--- src/rtl/clock_pkg.sv ---
// Shared types, stage moduli and BCD step helpers for the clock datapath.
package clock_pkg;

  typedef logic [3:0] bcd_digit_t;

  typedef struct packed {
    bcd_digit_t tens;
    bcd_digit_t ones;
  } bcd2_t;

  localparam int SEC_MOD  = 60;
  localparam int MIN_MOD  = 60;
  localparam int HR24_MOD = 24;
  localparam int HR12_MOD = 12;
  localparam int HR12_MIN = 1;

  // Single BCD step without range wrap; callers handle MIN/TOP wrap.
  function automatic bcd2_t bcd2_inc(bcd2_t v);
    bcd2_t r;
    r = v;
    if (v.ones == 4'd9) begin
      r.ones = 4'd0;
      r.tens = v.tens + 4'd1;
    end else begin
      r.ones = v.ones + 4'd1;
    end
    return r;
  endfunction

  function automatic bcd2_t bcd2_dec(bcd2_t v);
    bcd2_t r;
    r = v;
    if (v.ones == 4'd0) begin
      r.ones = 4'd9;
      r.tens = v.tens - 4'd1;
    end else begin
      r.ones = v.ones - 4'd1;
    end
    return r;
  endfunction

  function automatic bcd2_t to_bcd2(int v);
    bcd2_t r;
    r.tens = bcd_digit_t'(v / 10);
    r.ones = bcd_digit_t'(v % 10);
    return r;
  endfunction

endpackage

--- src/rtl/rise_detect.sv ---
// Registered rising-edge detector; history resets high so a level held
// through reset or a mode change is not seen as a fresh press.
module rise_detect (
  input  logic clk,
  input  logic rst,
  input  logic level_i,
  output logic rise_o
);

  logic hist_q;

  // NOTE: sequential state uses non-blocking assignment so every register
  // samples pre-edge values and simulation matches the synthesised flops.
  always_ff @(posedge clk) begin
    if (rst) hist_q <= 1'b1;
    else     hist_q <= level_i;
  end

  assign rise_o = level_i & ~hist_q;

endmodule

--- src/rtl/bcd_mod_counter.sv ---
// Two-digit BCD modulo counter stage (MIN_VAL..MIN_VAL+MOD-1) with tick
// counting, button adjust, validated parallel load and a chaining carry.
module bcd_mod_counter
  import clock_pkg::*;
#(
  parameter int MOD     = 60,
  parameter int MIN_VAL = 0
) (
  input  logic       clk,
  input  logic       rst,
  input  logic       tick_in,
  input  logic       adj_mode,
  input  logic       adj_inc,
  input  logic       adj_dec,
  input  logic       load,
  input  logic [7:0] load_val,
  output logic [3:0] ones,
  output logic [3:0] tens,
  output logic       carry_out,
  output logic       at_top,
  output logic       load_err
);

  localparam int    TOP     = MIN_VAL + MOD - 1;
  localparam bcd2_t MIN_BCD = to_bcd2(MIN_VAL);
  localparam bcd2_t TOP_BCD = to_bcd2(TOP);

  if (MOD < 2 || TOP > 99 || MIN_VAL < 0) begin : g_param_check
    $fatal(1, "bcd_mod_counter: MOD must be >= 2 and MIN_VAL+MOD-1 <= 99");
  end

  bcd2_t count_q, count_d;
  logic  carry_q, carry_d;
  logic  err_q, err_d;
  logic  inc_rise, dec_rise;
  bcd2_t load_bcd;
  logic  load_ok;
  logic  at_min;

  rise_detect u_inc_edge (
    .clk     (clk),
    .rst     (rst),
    .level_i (adj_inc),
    .rise_o  (inc_rise)
  );

  rise_detect u_dec_edge (
    .clk     (clk),
    .rst     (rst),
    .level_i (adj_dec),
    .rise_o  (dec_rise)
  );

  // With both digits <= 9, packed BCD orders the same as the decimal value.
  assign load_bcd = bcd2_t'(load_val);
  assign load_ok  = (load_bcd.tens <= 4'd9) && (load_bcd.ones <= 4'd9) &&
                    (load_bcd >= MIN_BCD) && (load_bcd <= TOP_BCD);

  assign at_top = (count_q == TOP_BCD);
  assign at_min = (count_q == MIN_BCD);

  // NOTE: every always_comb output gets a default first, so no path can
  // leave one unassigned and infer a latch.
  always_comb begin
    count_d = count_q;
    carry_d = 1'b0;
    err_d   = 1'b0;
    if (load) begin
      if (load_ok) count_d = load_bcd;
      else         err_d   = 1'b1;
    end else if (adj_mode) begin
      if (inc_rise && !dec_rise) begin
        count_d = at_top ? MIN_BCD : bcd2_inc(count_q);
      end else if (dec_rise && !inc_rise) begin
        count_d = at_min ? TOP_BCD : bcd2_dec(count_q);
      end
    end else if (tick_in) begin
      if (at_top) begin
        count_d = MIN_BCD;
        carry_d = 1'b1;
      end else begin
        count_d = bcd2_inc(count_q);
      end
    end
  end

  always_ff @(posedge clk) begin
    if (rst) begin
      count_q <= MIN_BCD;
      carry_q <= 1'b0;
      err_q   <= 1'b0;
    end else begin
      count_q <= count_d;
      carry_q <= carry_d;
      err_q   <= err_d;
    end
  end

  assign ones      = count_q.ones;
  assign tens      = count_q.tens;
  assign carry_out = carry_q;
  assign load_err  = err_q;

endmodule

--- config.mk ---
export PLATFORM = sky130hd
export DESIGN_NAME = bcd_mod_counter
export DESIGN_NICKNAME = d
export VERILOG_FILES = /design/src/rtl/clock_pkg.sv /design/src/rtl/rise_detect.sv /design/src/rtl/bcd_mod_counter.sv
export SDC_FILE = /design/constraint.sdc
export NUM_CORES = 1
export LEC_CHECK = 0
export ABC_CLOCK_PERIOD_IN_PS = 5400
export CORE_MARGIN = 5
export CORE_UTILIZATION = 35
export DETAILED_ROUTE_END_ITERATION = 12
export PLACE_DENSITY = 0.72
export SYNTH_ARGS = -nofsm -noshare
export SYNTH_HDL_FRONTEND = slang
export SYNTH_SLANG_ARGS = --single-unit
export TNS_END_PERCENT = 1
--- constraint.sdc ---
create_clock -name clk -period 5.4 [get_ports clk]
set_input_delay 1.08 -clock clk [delete_from_list [all_inputs] [get_ports clk]]
set_output_delay 1.08 -clock clk [all_outputs]
set_load 0.05 [all_outputs]
* Word level (Yosys, flattened, before mapping)
Index checks and enable logic that the tools add are counted.
** Cells by class
- Add/subtract/negate cells :: 4
- Magnitude comparators :: 4
- Equal/unequal tests :: 5
- Multiplexer cells :: 14
- Bitwise logic cells :: 6
- Reductions and logical operators :: 14
** Operators with widths (count)
- 8-bit two-way mux :: 8
- 4-bit two-way mux :: 4
- 4-bit by 1-bit adder with 4-bit output (second input constant) :: 2
- 8-bit by 7-bit equality test with 1-bit output (second input constant) :: 1
- 8-bit by 1-bit >= comparator with 1-bit output (second input constant) :: 1
- 4-bit less-or-equal comparator (second input constant) :: 2
- 8-bit by 7-bit less-or-equal comparator with 1-bit output (second input constant) :: 1
- 8-bit logical NOT :: 1
- 4-bit by 1-bit subtractor with 4-bit output (second input constant) :: 2
- 1-bit logical AND :: 5
- 5-bit by 1-bit != test with 1-bit output (second input constant) :: 1
- 4-bit equality test (second input constant) :: 1
- 4-bit logical NOT :: 1
- 4-bit by 1-bit != test with 1-bit output (second input constant) :: 1
- 1-bit inverter :: 4
- 4-bit AND reduction :: 1
- 4-bit OR reduction :: 1
- 3-bit AND reduction :: 1
- 3-bit nonzero test :: 1
- 1-bit AND :: 2
- 1-bit logical NOT :: 2
- 1-bit two-way mux :: 2
- 2-bit by 1-bit != test with 1-bit output (second input constant) :: 1
- 2-bit OR reduction :: 1
** Word-level totals
- Flip-flop bits (word level) :: 12
- Bits of input ports :: 15
- Output and inout bits :: 11
- Word-level logic and storage cells :: 53

* Depth between registers and ports, before layout
- Word-level depth :: 8
- Mapped depth :: 8

* Modules after synthesis
A second synthesis with hierarchy kept.
** Unflattened totals
- Cells, all modules :: 126
- Area total of the unflattened synthesis :: 991.0 um^2
** Modules (own cells, without submodules)
- bcd_mod_counter :: instances 1, cells each 120, area an instance 925.9 um^2
- rise_detect :: instances 2, cells each 3, area an instance 32.5 um^2

* Worst setup path before layout
Ideal clock, no wire load.
- Path kind :: reg-to-output
- Start :: register count_q (netlist bit ones[0])
- End :: output port at_top
- Data arrival time :: 1927 ps
- Data required time :: 4320 ps
- Slack :: 2393 ps
- Stages on the path, launching flop included :: 4
- Cell sequence :: dfxtp_1 -> ha_1 -> nand3b_1 -> nor2_1
** On the way
- Word-level cells in the longest chain between the ends :: 1
** RTL lines
- start: declaration :: RTL line bcd_mod_counter.sv:32 : bcd2_t count_q, count_d;
- start signal: assignment :: RTL line bcd_mod_counter.sv:93 : count_q <= count_d;
- 8-bit by 7-bit equality test with 1-bit output :: RTL line bcd_mod_counter.sv:59 : assign at_top = (count_q == TOP_BCD);
- end: declaration :: RTL line bcd_mod_counter.sv:20 : output logic at_top,
No other way between the ends.

* Worst setup path after layout
- Start :: register count_q (netlist bit ones[1])
- End :: output port at_top
Same word-level chain as after synthesis.

==> metrics.txt <==
run status finished, final reports clean; number of nets in the finished design 178; cell taking the most area after synthesis sky130_fd_sc_hd__dfxtp_1; final setup violation count 0; buffers added on ports 25; quantity of hold-fixing buffers added after cts 0; synthesized area 1010 um^2; clock slew at the register clock pins of the worst setup and hold paths 70 ps; leakage power 0.4622 nW; crit path cell chain inv_1 > ha_1 > nand3b_1 > nor2_1 > clkdlybuf4s50_1; flip-flop and latch count after synthesis 12; proportion of register bits with asynchronous set or reset after synthesis 0%; count of yosys warnings during synthesis 0; NetSw 96.26 uW; switching part of the total power 36.96%; synthesized netlist cell count 130; global routing usage summed across all routing layers 13.49%; Clock power frac 20.7%; number of buffers created by CTS 3; drt wl/cell 14.50 um; first-pass GRT wire length 4512 um; root cell of the clock tree sky130_fd_sc_hd__clkbuf_4; clock skew 1.079 ps; clock tree from TritonCTS done; post-route antenna net violation count 0; area after detailed placement 1267 um^2; min cycle time layout 3454 ps; setup repair after global routing missed its margin no; part of the total power dissipated in combinational logic 39.3%; Top Ports 26; total setup buffers inserted after CTS 0; area grow syn2layout 27.76%; Worst Max-Slew Pin Slew 1039 ps; fraction of power consumed by sequential logic 40.0%; kind of end point of the critical path output port; cells taking the most area after synthesis sky130_fd_sc_hd__dfxtp_1 24%, sky130_fd_sc_hd__ha_1 11%, sky130_fd_sc_hd__a21oi_1 6.9%; Residual DRC 0; starting density of the core 36.62%; Clock H-tree levels 1; initial antenna violation count 0; Crit path arrival time 2370 ps; unique cell type count in the Yosys netlist 43; Data required, critical path 4320 ps; WP buf/inv 2; # rows 19; slowest stage delay, CP 860 ps; detailed placement HPWL 2019 um; vertical die dimension 63.71 um; per-instance average area after synthesis 7.767 um^2; Skew-Pair Late Insertion Delay 270 ps; vias per cell 5.738; sequential cell area fraction in the yosys report 23.79%; maximum vdd drop 0.1239 mV; number of gates resized after cts 0; via count of the first global-routing pass 999; predominant post-synthesis flop cell sky130_fd_sc_hd__dfxtp_1; crit share post-route 63.95%; overall die area 4059 um^2; slowest stage cell, crit path sky130_fd_sc_hd__clkdlybuf4s50_1; number of max-capacitance violations reported 0; crit path kind flop to output port; startpoint type of the worst setup path flop; maximum clock path buffer count 2; total count of max-transition violations in the final report 0; global route total overflow 0; drt total wl 2653 um; Synth Net Count 154; number of hold-slack violations in the final timing report 0; highest achievable clock rate 0.2896 GHz; total power density per cell area 201.9 nW/um^2; number of iterations in the first detailed-routing pass 4; total via count in the routed design 1050; number of diodes 0; floorplan die width 63.71 um; number of enable flip-flop cells after synthesis 0; post-route setup TNS 0 ps; core box area 2758 um^2; largest fanout of any net on the critical path 7; most frequent standard cell in the layout excluding fill and tap cells sky130_fd_sc_hd__clkdlybuf4s50_1; Worst path top cell family by delay buffers and inverters; post-route standard cell area excluding fillers 1290 um^2; commonest non-fill, non-tap cells in the layout 25 x sky130_fd_sc_hd__clkdlybuf4s50_1, 14 x sky130_fd_sc_hd__a21oi_1, 12 x sky130_fd_sc_hd__dfxtp_1, 10 x sky130_fd_sc_hd__nand2_1; fraction of final layout cells sized beyond drive strength 1 8.553%; area share of the largest cell type after synthesis 23.79%; Clock Sinks 12; largest net degree at the start of global routing 16; worst slew margin relative to its limit 30.59%; placer congestion estimate 0.9281; Iter 0 DRT Violations 69; type of the most critical hold path flop to flop; Cell Int Power 164.2 uW
## power by group through the flow
stage	registers [mW]	logic [mW]	clock network, mW
after floorplan	0.119	0.0561	0
after global placement	0.106	0.100	0
after detailed placement	0.106	0.101	0
after CTS	0.104	0.102	0.0559
after global routing	0.106	0.111	0.0622
final	0.104	0.102	0.0540
## cell usage after synthesis, types with 2 or more instances
master                     count
sky130_fd_sc_hd__o211ai_1      2
sky130_fd_sc_hd__o31ai_1       2
sky130_fd_sc_hd__nand3b_1      3
sky130_fd_sc_hd__nand2_1      10
sky130_fd_sc_hd__a21oi_1      14
sky130_fd_sc_hd__nor4_1        2
sky130_fd_sc_hd__nand2b_1      5
sky130_fd_sc_hd__nor2_1        9
sky130_fd_sc_hd__o21ai_0       7
sky130_fd_sc_hd__a211oi_1      3
sky130_fd_sc_hd__a31oi_1       2
sky130_fd_sc_hd__nand3_1       3
sky130_fd_sc_hd__ha_1          9
sky130_fd_sc_hd__a22oi_1       3
sky130_fd_sc_hd__and3_1        2
sky130_fd_sc_hd__nor2b_1       3
sky130_fd_sc_hd__inv_1         7
sky130_fd_sc_hd__nor3_1        3
sky130_fd_sc_hd__clkbuf_1      4
sky130_fd_sc_hd__or2_2         3
sky130_fd_sc_hd__dfxtp_1      12
## path summary, 6_finish.rpt
check	endpoint	slack, ps	cells past startpoint	from
worst max-delay path	at_top	1950	5	ones[1]$_SDFFE_PP0P_
worst min register to register	tens[3]$_SDFFE_PP0P_	540	2	tens[3]$_SDFFE_PP0P_
worst min-delay path	tens[3]$_SDFFE_PP0P_	540	2	tens[3]$_SDFFE_PP0P_
worst max register to register	ones[3]$_SDFFE_PP0P_	3130	7	u_dec_edge.hist_q$_SDFF_PP1_
## layout make-up
type	count	area, um^2
Tap cell	31	38.79
Inverter	7	26.28
Multi-Input combinational cell	105	711.9
Fill cell	280	1468
Clock buffer	3	22.52
Timing Repair Buffer	25	250.2
Sequential cell	12	240.2
## per-stage QoR
stage                     hold slack (ps)  instances  util (%)  setup WS (ps)  total power [mW]
after floorplan                     705.2        130         -           2393            0.1755
after global routing                560.9        183     46.78           1738            0.2787
after CTS                           533.2        183     46.78           1948            0.2620
after detailed placement            516.2        180     45.96           1922            0.2075
final                               537.5        183     46.78           1947            0.2604
after global placement              519.4        180     45.96           1993            0.2061
## layer usage
metal	track usage, %	wire [um]	vias up
li1	-	-	521
met1	17.43	1195	482
met2	21.70	1261	41
met3	2.309	161	6
met4	6.234	36	0
met5	0	0	-
## flip-flops by register name, indices dropped and copies added, names as in the netlist
signal and cells:
load_err 1, ones 4, carry_out 1, u_inc_edge.hist_q 1, tens 4, u_dec_edge.hist_q 1
## cell families (layout without fill, tap and decap cells)
logic type | after synthesis | count (layout) | synth area share, %
compound gates | 45 | 45 | 31.10
fa+ha+maj | 9 | 9 | 11.15
buf+inv | 13 | 35 | 5.700
flops | 12 | 12 | 23.79
simple gates | 51 | 51 | 28.25
## worst min-delay path, delay by kind of cell (launching register included)
family	cells	cell delay, ps
compound gates	1	60
flops	1	360
simple gates	1	70
Power figures use the tool's default switching activity.
